==> config.mk <==
export PLATFORM = sky130hd
export DESIGN_NAME = pipelined_barrel_shifter_flat
export DESIGN_NICKNAME = d
export VERILOG_FILES = /design/src/rtl/pipelined_barrel_shifter_if.sv /design/src/rtl/pipelined_barrel_shifter.sv /design/src/flat_wrapper.sv
export SDC_FILE = /design/constraint.sdc
export NUM_CORES = 1
export LEC_CHECK = 0
export ABC_CLOCK_PERIOD_IN_PS = 1800
export CORE_MARGIN = 4
export CORE_UTILIZATION = 47
export DETAILED_ROUTE_END_ITERATION = 10
export PLACE_DENSITY_LB_ADDON = 0.08
export SETUP_SLACK_MARGIN = 0.02
export SLEW_MARGIN = 20
export SYNTH_ARGS = -nofsm -noshare
export SYNTH_HDL_FRONTEND = slang
export SYNTH_SLANG_ARGS = --single-unit
==> constraint.sdc <==
create_clock -name i_clk -period 1.8 [get_ports i_clk]
set_input_delay 0.36 -clock i_clk [delete_from_list [all_inputs] [get_ports i_clk]]
set_output_delay 0.36 -clock i_clk [all_outputs]
set_load 0.01 [all_outputs]
==> src/rtl/pipelined_barrel_shifter_if.sv <==
// Handshake bundle for the pipelined barrel shifter: operand side in, result side out.
interface pipelined_barrel_shifter_if #(
  parameter int WIDTH = 16,
  parameter int SHW   = 4
);
  logic             in_valid;
  logic             in_ready;
  logic [WIDTH-1:0] a;
  logic [SHW-1:0]   shift_width;
  logic [1:0]       mode;
  logic             out_valid;
  logic             out_ready;
  logic [WIDTH-1:0] shifted_a;
  logic             OV;
  logic [15:0]      out_count;

  modport master (
    output in_valid, a, shift_width, mode, out_ready,
    input  in_ready, out_valid, shifted_a, OV, out_count
  );

  modport slave (
    input  in_valid, a, shift_width, mode, out_ready,
    output in_ready, out_valid, shifted_a, OV, out_count
  );
endinterface

==> src/rtl/pipelined_barrel_shifter.sv <==
// Log shifter with SHW registered stages (stage k applies 2^k); whole pipe freezes
// while the last stage holds a result the consumer refuses.
module pipelined_barrel_shifter #(
  parameter int WIDTH = 16,
  parameter int SHW   = 4
) (
  input  logic                        i_clk,
  input  logic                        i_rst_n,
  pipelined_barrel_shifter_if.slave   bus
);
  // Remaining shift bits shrink by one per stage; packed triangularly.
  localparam int RB = SHW * (SHW - 1) / 2;

  logic [SHW-1:0]            r_vld_pipe;
  logic [SHW-1:0][WIDTH-1:0] r_data;
  logic [SHW-1:0]            r_ov;
  logic [SHW-2:0][1:0]       r_mode;
  logic [RB-1:0]             r_rem;
  logic [15:0]               r_out_count;

  logic [SHW-1:0]            w_vld_nxt;
  logic [SHW-1:0][WIDTH-1:0] w_data_nxt;
  logic [SHW-1:0]            w_ov_nxt;
  logic [SHW-2:0][1:0]       w_mode_nxt;
  logic [RB-1:0]             w_rem_nxt;
  logic                      w_stall;

  assign w_stall   = r_vld_pipe[SHW-1] & ~bus.out_ready;
  assign w_vld_nxt = {r_vld_pipe[SHW-2:0], bus.in_valid};

  for (genvar k = 0; k < SHW; k++) begin : g_st
    localparam int AMT = 1 << k;
    logic [WIDTH-1:0] w_din, w_dout;
    logic [1:0]       w_mode;
    logic [SHW-1-k:0] w_rem;
    logic             w_ovin, w_ovout;

    if (k == 0) begin : g_src
      assign w_din  = bus.a;
      assign w_mode = bus.mode;
      assign w_rem  = bus.shift_width;
      assign w_ovin = 1'b0;
    end else begin : g_src
      localparam int OFFP = (k - 1) * (SHW - 1) - (k - 1) * (k - 2) / 2;
      assign w_din  = r_data[k-1];
      assign w_mode = r_mode[k-1];
      assign w_rem  = r_rem[OFFP +: SHW-k];
      assign w_ovin = r_ov[k-1];
    end

    always_comb begin
      w_dout  = w_din;
      w_ovout = w_ovin;
      if (w_rem[0]) begin
        unique case (w_mode)
          2'b00: begin
            w_dout  = w_din << AMT;
            w_ovout = w_ovin | (|w_din[WIDTH-1 -: AMT]);
          end
          2'b01:   w_dout = w_din >> AMT;
          2'b10:   w_dout = WIDTH'($signed(w_din) >>> AMT);
          default: w_dout = (w_din << AMT) | (w_din >> (WIDTH - AMT));
        endcase
      end
    end

    assign w_data_nxt[k] = w_dout;
    assign w_ov_nxt[k]   = w_ovout;

    if (k < SHW - 1) begin : g_fwd
      localparam int OFF = k * (SHW - 1) - k * (k - 1) / 2;
      assign w_mode_nxt[k]              = w_mode;
      assign w_rem_nxt[OFF +: SHW-1-k]  = w_rem[SHW-1-k:1];
    end
  end

  always_ff @(posedge i_clk) begin
    if (!i_rst_n) begin
      r_vld_pipe <= '0;
      r_data     <= '0;
      r_ov       <= '0;
      r_mode     <= '0;
      r_rem      <= '0;
    end else if (!w_stall) begin
      r_vld_pipe <= w_vld_nxt;
      r_data     <= w_data_nxt;
      r_ov       <= w_ov_nxt;
      r_mode     <= w_mode_nxt;
      r_rem      <= w_rem_nxt;
    end
  end

  always_ff @(posedge i_clk) begin
    if (!i_rst_n)                              r_out_count <= '0;
    else if (r_vld_pipe[SHW-1] && bus.out_ready) r_out_count <= r_out_count + 16'd1;
  end

  assign bus.in_ready  = i_rst_n & ~w_stall;
  assign bus.out_valid = r_vld_pipe[SHW-1];
  assign bus.shifted_a = r_data[SHW-1];
  assign bus.OV        = r_ov[SHW-1];
  assign bus.out_count = r_out_count;
endmodule

==> src/flat_wrapper.sv <==
// flat-port wrapper written by rule: the top's interface ports become plain ports
module pipelined_barrel_shifter_flat 
#(
  parameter int WIDTH = 16,
  parameter int SHW   = 4
)
  (i_clk, i_rst_n, bus_in_valid, bus_a, bus_shift_width, bus_mode, bus_out_ready, bus_in_ready, bus_out_valid, bus_shifted_a, bus_OV, bus_out_count);
  pipelined_barrel_shifter_if #(.WIDTH(WIDTH), .SHW(SHW)) bus_i ();
  input  logic i_clk;
  input  logic i_rst_n;
  input wire logic [$bits(bus_i.in_valid)-1:0] bus_in_valid;
  input wire logic [$bits(bus_i.a)-1:0] bus_a;
  input wire logic [$bits(bus_i.shift_width)-1:0] bus_shift_width;
  input wire logic [$bits(bus_i.mode)-1:0] bus_mode;
  input wire logic [$bits(bus_i.out_ready)-1:0] bus_out_ready;
  output wire logic [$bits(bus_i.in_ready)-1:0] bus_in_ready;
  output wire logic [$bits(bus_i.out_valid)-1:0] bus_out_valid;
  output wire logic [$bits(bus_i.shifted_a)-1:0] bus_shifted_a;
  output wire logic [$bits(bus_i.OV)-1:0] bus_OV;
  output wire logic [$bits(bus_i.out_count)-1:0] bus_out_count;
  assign bus_i.in_valid = bus_in_valid;
  assign bus_i.a = bus_a;
  assign bus_i.shift_width = bus_shift_width;
  assign bus_i.mode = bus_mode;
  assign bus_i.out_ready = bus_out_ready;
  assign bus_in_ready = bus_i.in_ready;
  assign bus_out_valid = bus_i.out_valid;
  assign bus_shifted_a = bus_i.shifted_a;
  assign bus_OV = bus_i.OV;
  assign bus_out_count = bus_i.out_count;
  pipelined_barrel_shifter #(.WIDTH(WIDTH), .SHW(SHW)) u_core (.i_clk(i_clk), .i_rst_n(i_rst_n), .bus(bus_i));
endmodule
# Word-level counts from Yosys, hierarchy flattened
# Index checks and enable logic that the tools add are counted.
# totals
input_bits,26
elab_cells,55
ff_bits,100
# classes
add_sub_neg,1
reduce_logical,8
eq_ne,8
n_mux,16
n_bitwise,11
# ops
cell,n
one-hot mux 16 bit (3 select lines),4
two-way mux 16 bit,4
adder 16 x 1 -> 16 bit (second input constant),1
bitwise OR 16 x 1 -> 16 bit,1
bitwise OR 16 x 2 -> 16 bit,1
bitwise OR 16 x 4 -> 16 bit,1
bitwise OR 16 x 8 -> 16 bit,1
equality test 2 x 1 -> 1 bit (second input constant),4
equality test 2 bit (second input constant),4
logical NOT 2 bit,4
two-way mux 1 bit,8
OR reduction 8 bit,1
OR reduction 4 bit,1
bitwise OR 1 bit,3
AND 1 bit,2
inverter 1 bit,2
OR reduction 2 bit,1
logical AND 1 bit,1

# Longest topological paths before layout
# depth
word_depth,4
depth_mapped,7

# Worst setup path before layout
# No wires, ideal clock.
# synth_timing
kind,register to register
from,register u_core.r_out_count[0] (netlist: u_core.bus.out_count[0])
to,register u_core.r_out_count[12] (netlist: u_core.bus.out_count[12])
n_path_buf,0
path_stages_with_launch,6
arrival_time_ps,1571
required_time_ps,1730
slack_ps,159
cell_sequence,dfxtp_1 ha_1 nand3_2 or3_4 or3_1 a21oi_1
# synth_via
elab_chain_len,1
# synth_rtl
item,line_no,text
start: declaration,pipelined_barrel_shifter.sv:19,logic [15:0] r_out_count;
start signal: assignment,pipelined_barrel_shifter.sv:95,else if (r_vld_pipe[SHW-1] && bus.out_ready) r_out_count <= r_out_count + 16'd1;
adder 16 x 1 -> 16 bit,pipelined_barrel_shifter.sv:95,
# Every way passes these cells.
# A chain may end at the register's enable or synchronous reset.

# Worst setup path after layout
# layout_timing
from,register u_core.r_out_count[11] (netlist: u_core.bus.out_count[11])
to,output bus_out_count[11]
# layout_rtl
item,line_no,text
end: declaration,flat_wrapper.sv:20,output wire logic [$bits(bus_i.out_count)-1:0] bus_out_count;
# No word-level cell between the ends.

==> key figures <==
Status
  • Status: complete, no violations

Worst setup path
  • Critical R2R Launch: u_core.bus.out_count[0]$_SDFFE_PN0P_
  • Family with the most delay on the worst path: buffers and inverters
  • Slowest cell on the critical path: clkdlybuf4s50_1
  • Max Fanout on Critical Path: 6
  • Startpoint types: flip-flop
  • WS Path Type: reg2out
  • Worst setup path endpoint: bus_out_count[11]
  • CP peak stage delay: 580 ps
  • Worst path bufs/invs: 1
  • CP Data Required Time: around 1400 ps
  • Crit path launch: u_core.bus.out_count[11]$_SDFFE_PN0P_
  • CP endpoint kind: output pin
  • FF-to-FF setup slack: approximately 210 ps
  • Data arrival, critical path: ~1400 ps
  • Critical-path cell list: clkdlybuf4s50_1
  • CP Depth: 1
  • Critical R2R Capture: u_core.bus.out_count[12]$_SDFFE_PN0P_
  • Worst-case reg-to-reg path depth: 5

Min path
  • Worst hold path type: reg2reg
  • Hold Path Depth: 2

Finish
  • Synthesis-to-finish area growth: 20.0%
  • Storage element area: approximately 2000 um2
  • Number of fill cells: 1010
  • Area of the multi-input gates: 2830 um2
  • # nets final: 739
  • Finished Core Util: 58.8%
  • Cell Count, Final, Fillers Out: about 850
  • Antenna Cells: 0
  • Share of layout cells above drive strength 1: between 10% and 20%

STA
  • Minimum clock period: 1730 ps
  • Fin Clk Skew: 13.1 ps
  • Setup TNS: 0 ps
  • Max-slew headroom at the worst pin: 52.8%
  • Worst-Margin Slew: 708 ps
  • Max-slew violations: 0
  • Final Hold Fails: 0
  • Max Fclk: 577 MHz
  • Setup Viol. Count Final: 0
  • RSZ-0062 raised after global routing: no
  • Final period util: a little under 100%

Global route
  • Antenna violations before repair: 0
  • Largest net degree at the start of global routing: 72
  • First-pass GRT wire length: 22500 um
  • GRT overflow: 0
  • Total track usage: 21.0%
  • Vias in the first global route: 4715

Power
  • Pwr Total: 4690 uW
  • Cell Pwr Density: about 760 nW/um2
  • Worst VDD drop: 0.510 mV
  • Static Leak: 0.00208 uW

Drt
  • Drt wl/cell: 15.5 um
  • Via count: 4989
  • Drt total wl: about 13000 um
  • Met2 wire length: 6170 um
  • Post-DR vias/cell: 5.85
  • Antenna Nets Post-Route: 0
  • Top Layer Used: met4
  • DR WL met3: 522 um
  • Initial drt markers: 408
  • Wl on met1: 6260 um
  • DR pass1 iterations: 5
  • Residual DRC count: 0

Synthesis
  • Unique masters post-synth: 41
  • Post-Synthesis Cells: ~670
  • Seq cells post-synth: 100
  • Cell area after synthesis: 5140 um2
  • Ranking of synthesized cells by area: dfxtp_1 39%, nand2_1 11%, o21ai_0 5.9%, a311oi_1 5.4%, a31o_2 4.9%
  • Post-synth ARST share: 0%
  • Syn_nets: roughly 700
  • Post-synth EDFFs: 0
  • Post-synthesis sequential area ratio: between 30% and 40%
  • Area leader, netlist: dfxtp_1
  • Synth warnings: 0
  • Syn Area/Cell: 7.67 um2
  • Top-count cell post-synth: nand2_1
  • Synth cell count leaders: 146 x nand2_1, 100 x dfxtp_1, 61 x o21ai_0
  • Main synth FF type: dfxtp_1
  • Synth top area share: 38.9%

Clock network
  • CTS Sinks: 100
  • Root buf cell: clkbuf_8
  • Hold buffers post-CTS: 0
  • CTS tree: done
  • Worst-Skew Late Latency: 370 ps
  • Clock Pin Slew Worst Setup and Hold Paths: 90 ps
  • Clk buf depth: 2
  • H-tree levels: 3
  • Total CTS buffers: 9

Floorplanning
  • Rows: 37
  • Die height: between 100 and 150 um
  • IO Count: 61
  • Core area: 10500 um2
  • Die width: 113 um
  • Starting Density: 49.0%
  • DIE AREA: roughly 13000 um2

Placed design
  • Placed Instances: 837
  • Placer Congestion: 0.860
  • HPWL after DPL: 9270 um
  • IO buf count: 60

Flow run
  • Max_cap viols: 0
==> per-layer routing <==
layer,track usage (%),up-vias
met4,7.37,0
met3,4.10,23
met1,28.3,2368
li1,-,2488
met2,33.6,110
met5,0,-
==> power breakdown <==
part / switching [uW] / total [uW] / internal, uW / leakage [uW]
Sequential: 141 / 2480 / 2330 / 0.000823
Clock: 764 / 1480 / 721 / 0.0000959
Combinational: 374 / 726 / 352 / 0.00116
==> layout make-up <==
| type | count | share of cell area, % |
|---|---|---|
| multi-input cells | 491 | 45.8 |
| inverters | 13 | 0.790 |
| clock buffers | 13 | 2.57 |
| well taps | 136 | 2.76 |
| flip-flops and latches | 100 | 32.5 |
| repair buffers | 97 | 14.8 |
| clock inverters | 3 | 0.729 |
==> placed cells by master (no fill, tap or decap), types with 3 or more instances in the layout <==
cell and count:
a21oi_1 47, o21ai_0 61, inv_1 12, nand2b_1 7, or3_1 3, buf_12 3
dfxtp_1 96, a21boi_0 3, nand3_1 16, xor2_1 4, buf_4 34, nand4_1 4
a311oi_1 32, o221ai_1 15, nor4_1 6, nand3b_1 3, nor2b_1 4, nor2_1 34
clkbuf_8 11, a31o_2 29, a31oi_1 4, nor3_1 6, o21a_1 3, nand2_1 146
clkdlybuf4s50_1 59, o211ai_1 21, dfxtp_2 4, mux2i_1 17, xnor2_1 12
==> cells by family (layout without fill, tap and decap cells) <==
logic type,Yosys count,after routing,synth area share [%]
and+or+nand+nor,239,239,20.3
AOI/OAI and AO/OA,218,218,28.4
xor gates and xnor gates,16,16,2.72
DFF,100,100,38.9
buffers and inverters,80,126,6.15
adders and majority gates,1,1,0.243
muxes,17,17,3.31
==> registers in the layout, summed over array words and instances, names as in the netlist <==
name,flops
u_core.g_st.w_mode,6
u_core.bus.out_count,16
u_core.g_st.w_din,48
u_core.r_rem,6
u_core.r_vld_pipe,4
u_core.bus.shifted_a,16
u_core.r_ov,4
==> through the flow <==
stage                     hold slack, ps  setup WS, ps  area, um2
after floorplan                      432           159       5140
after global placement               438          -238       5970
after detailed placement             445          -228       5970
after CTS                            459          26.8       6170
after global routing                 483          20.8       6180
final                                455          67.6       6180
==> worst min path at each step <==
stage / endpoint / start / slack, ps
after CTS: u_core.r_rem[2]$_SDFFE_PN0N_ / u_core.r_rem[2]$_SDFFE_PN0N_ / 460
final: u_core.r_rem[2]$_SDFFE_PN0N_ / u_core.r_rem[2]$_SDFFE_PN0N_ / 460
after global routing: u_core.bus.shifted_a[13]$_SDFFE_PN0N_ / u_core.bus.shifted_a[13]$_SDFFE_PN0N_ / 480
after detailed placement: u_core.r_rem[2]$_SDFFE_PN0N_ / u_core.r_rem[2]$_SDFFE_PN0N_ / 450
after global placement: u_core.r_rem[2]$_SDFFE_PN0N_ / u_core.r_rem[2]$_SDFFE_PN0N_ / 440
after floorplan: u_core.r_rem[1]$_SDFFE_PN0N_ / u_core.r_rem[1]$_SDFFE_PN0N_ / 430
==> repair_timing <==
action,4_1_cts,5_1_grt
gates resized for setup,3,3
pin swaps,0,0
buffers inserted,0,0
setup endpoints to repair,3,3
Note: power is estimated with default switching activity, not from simulation.
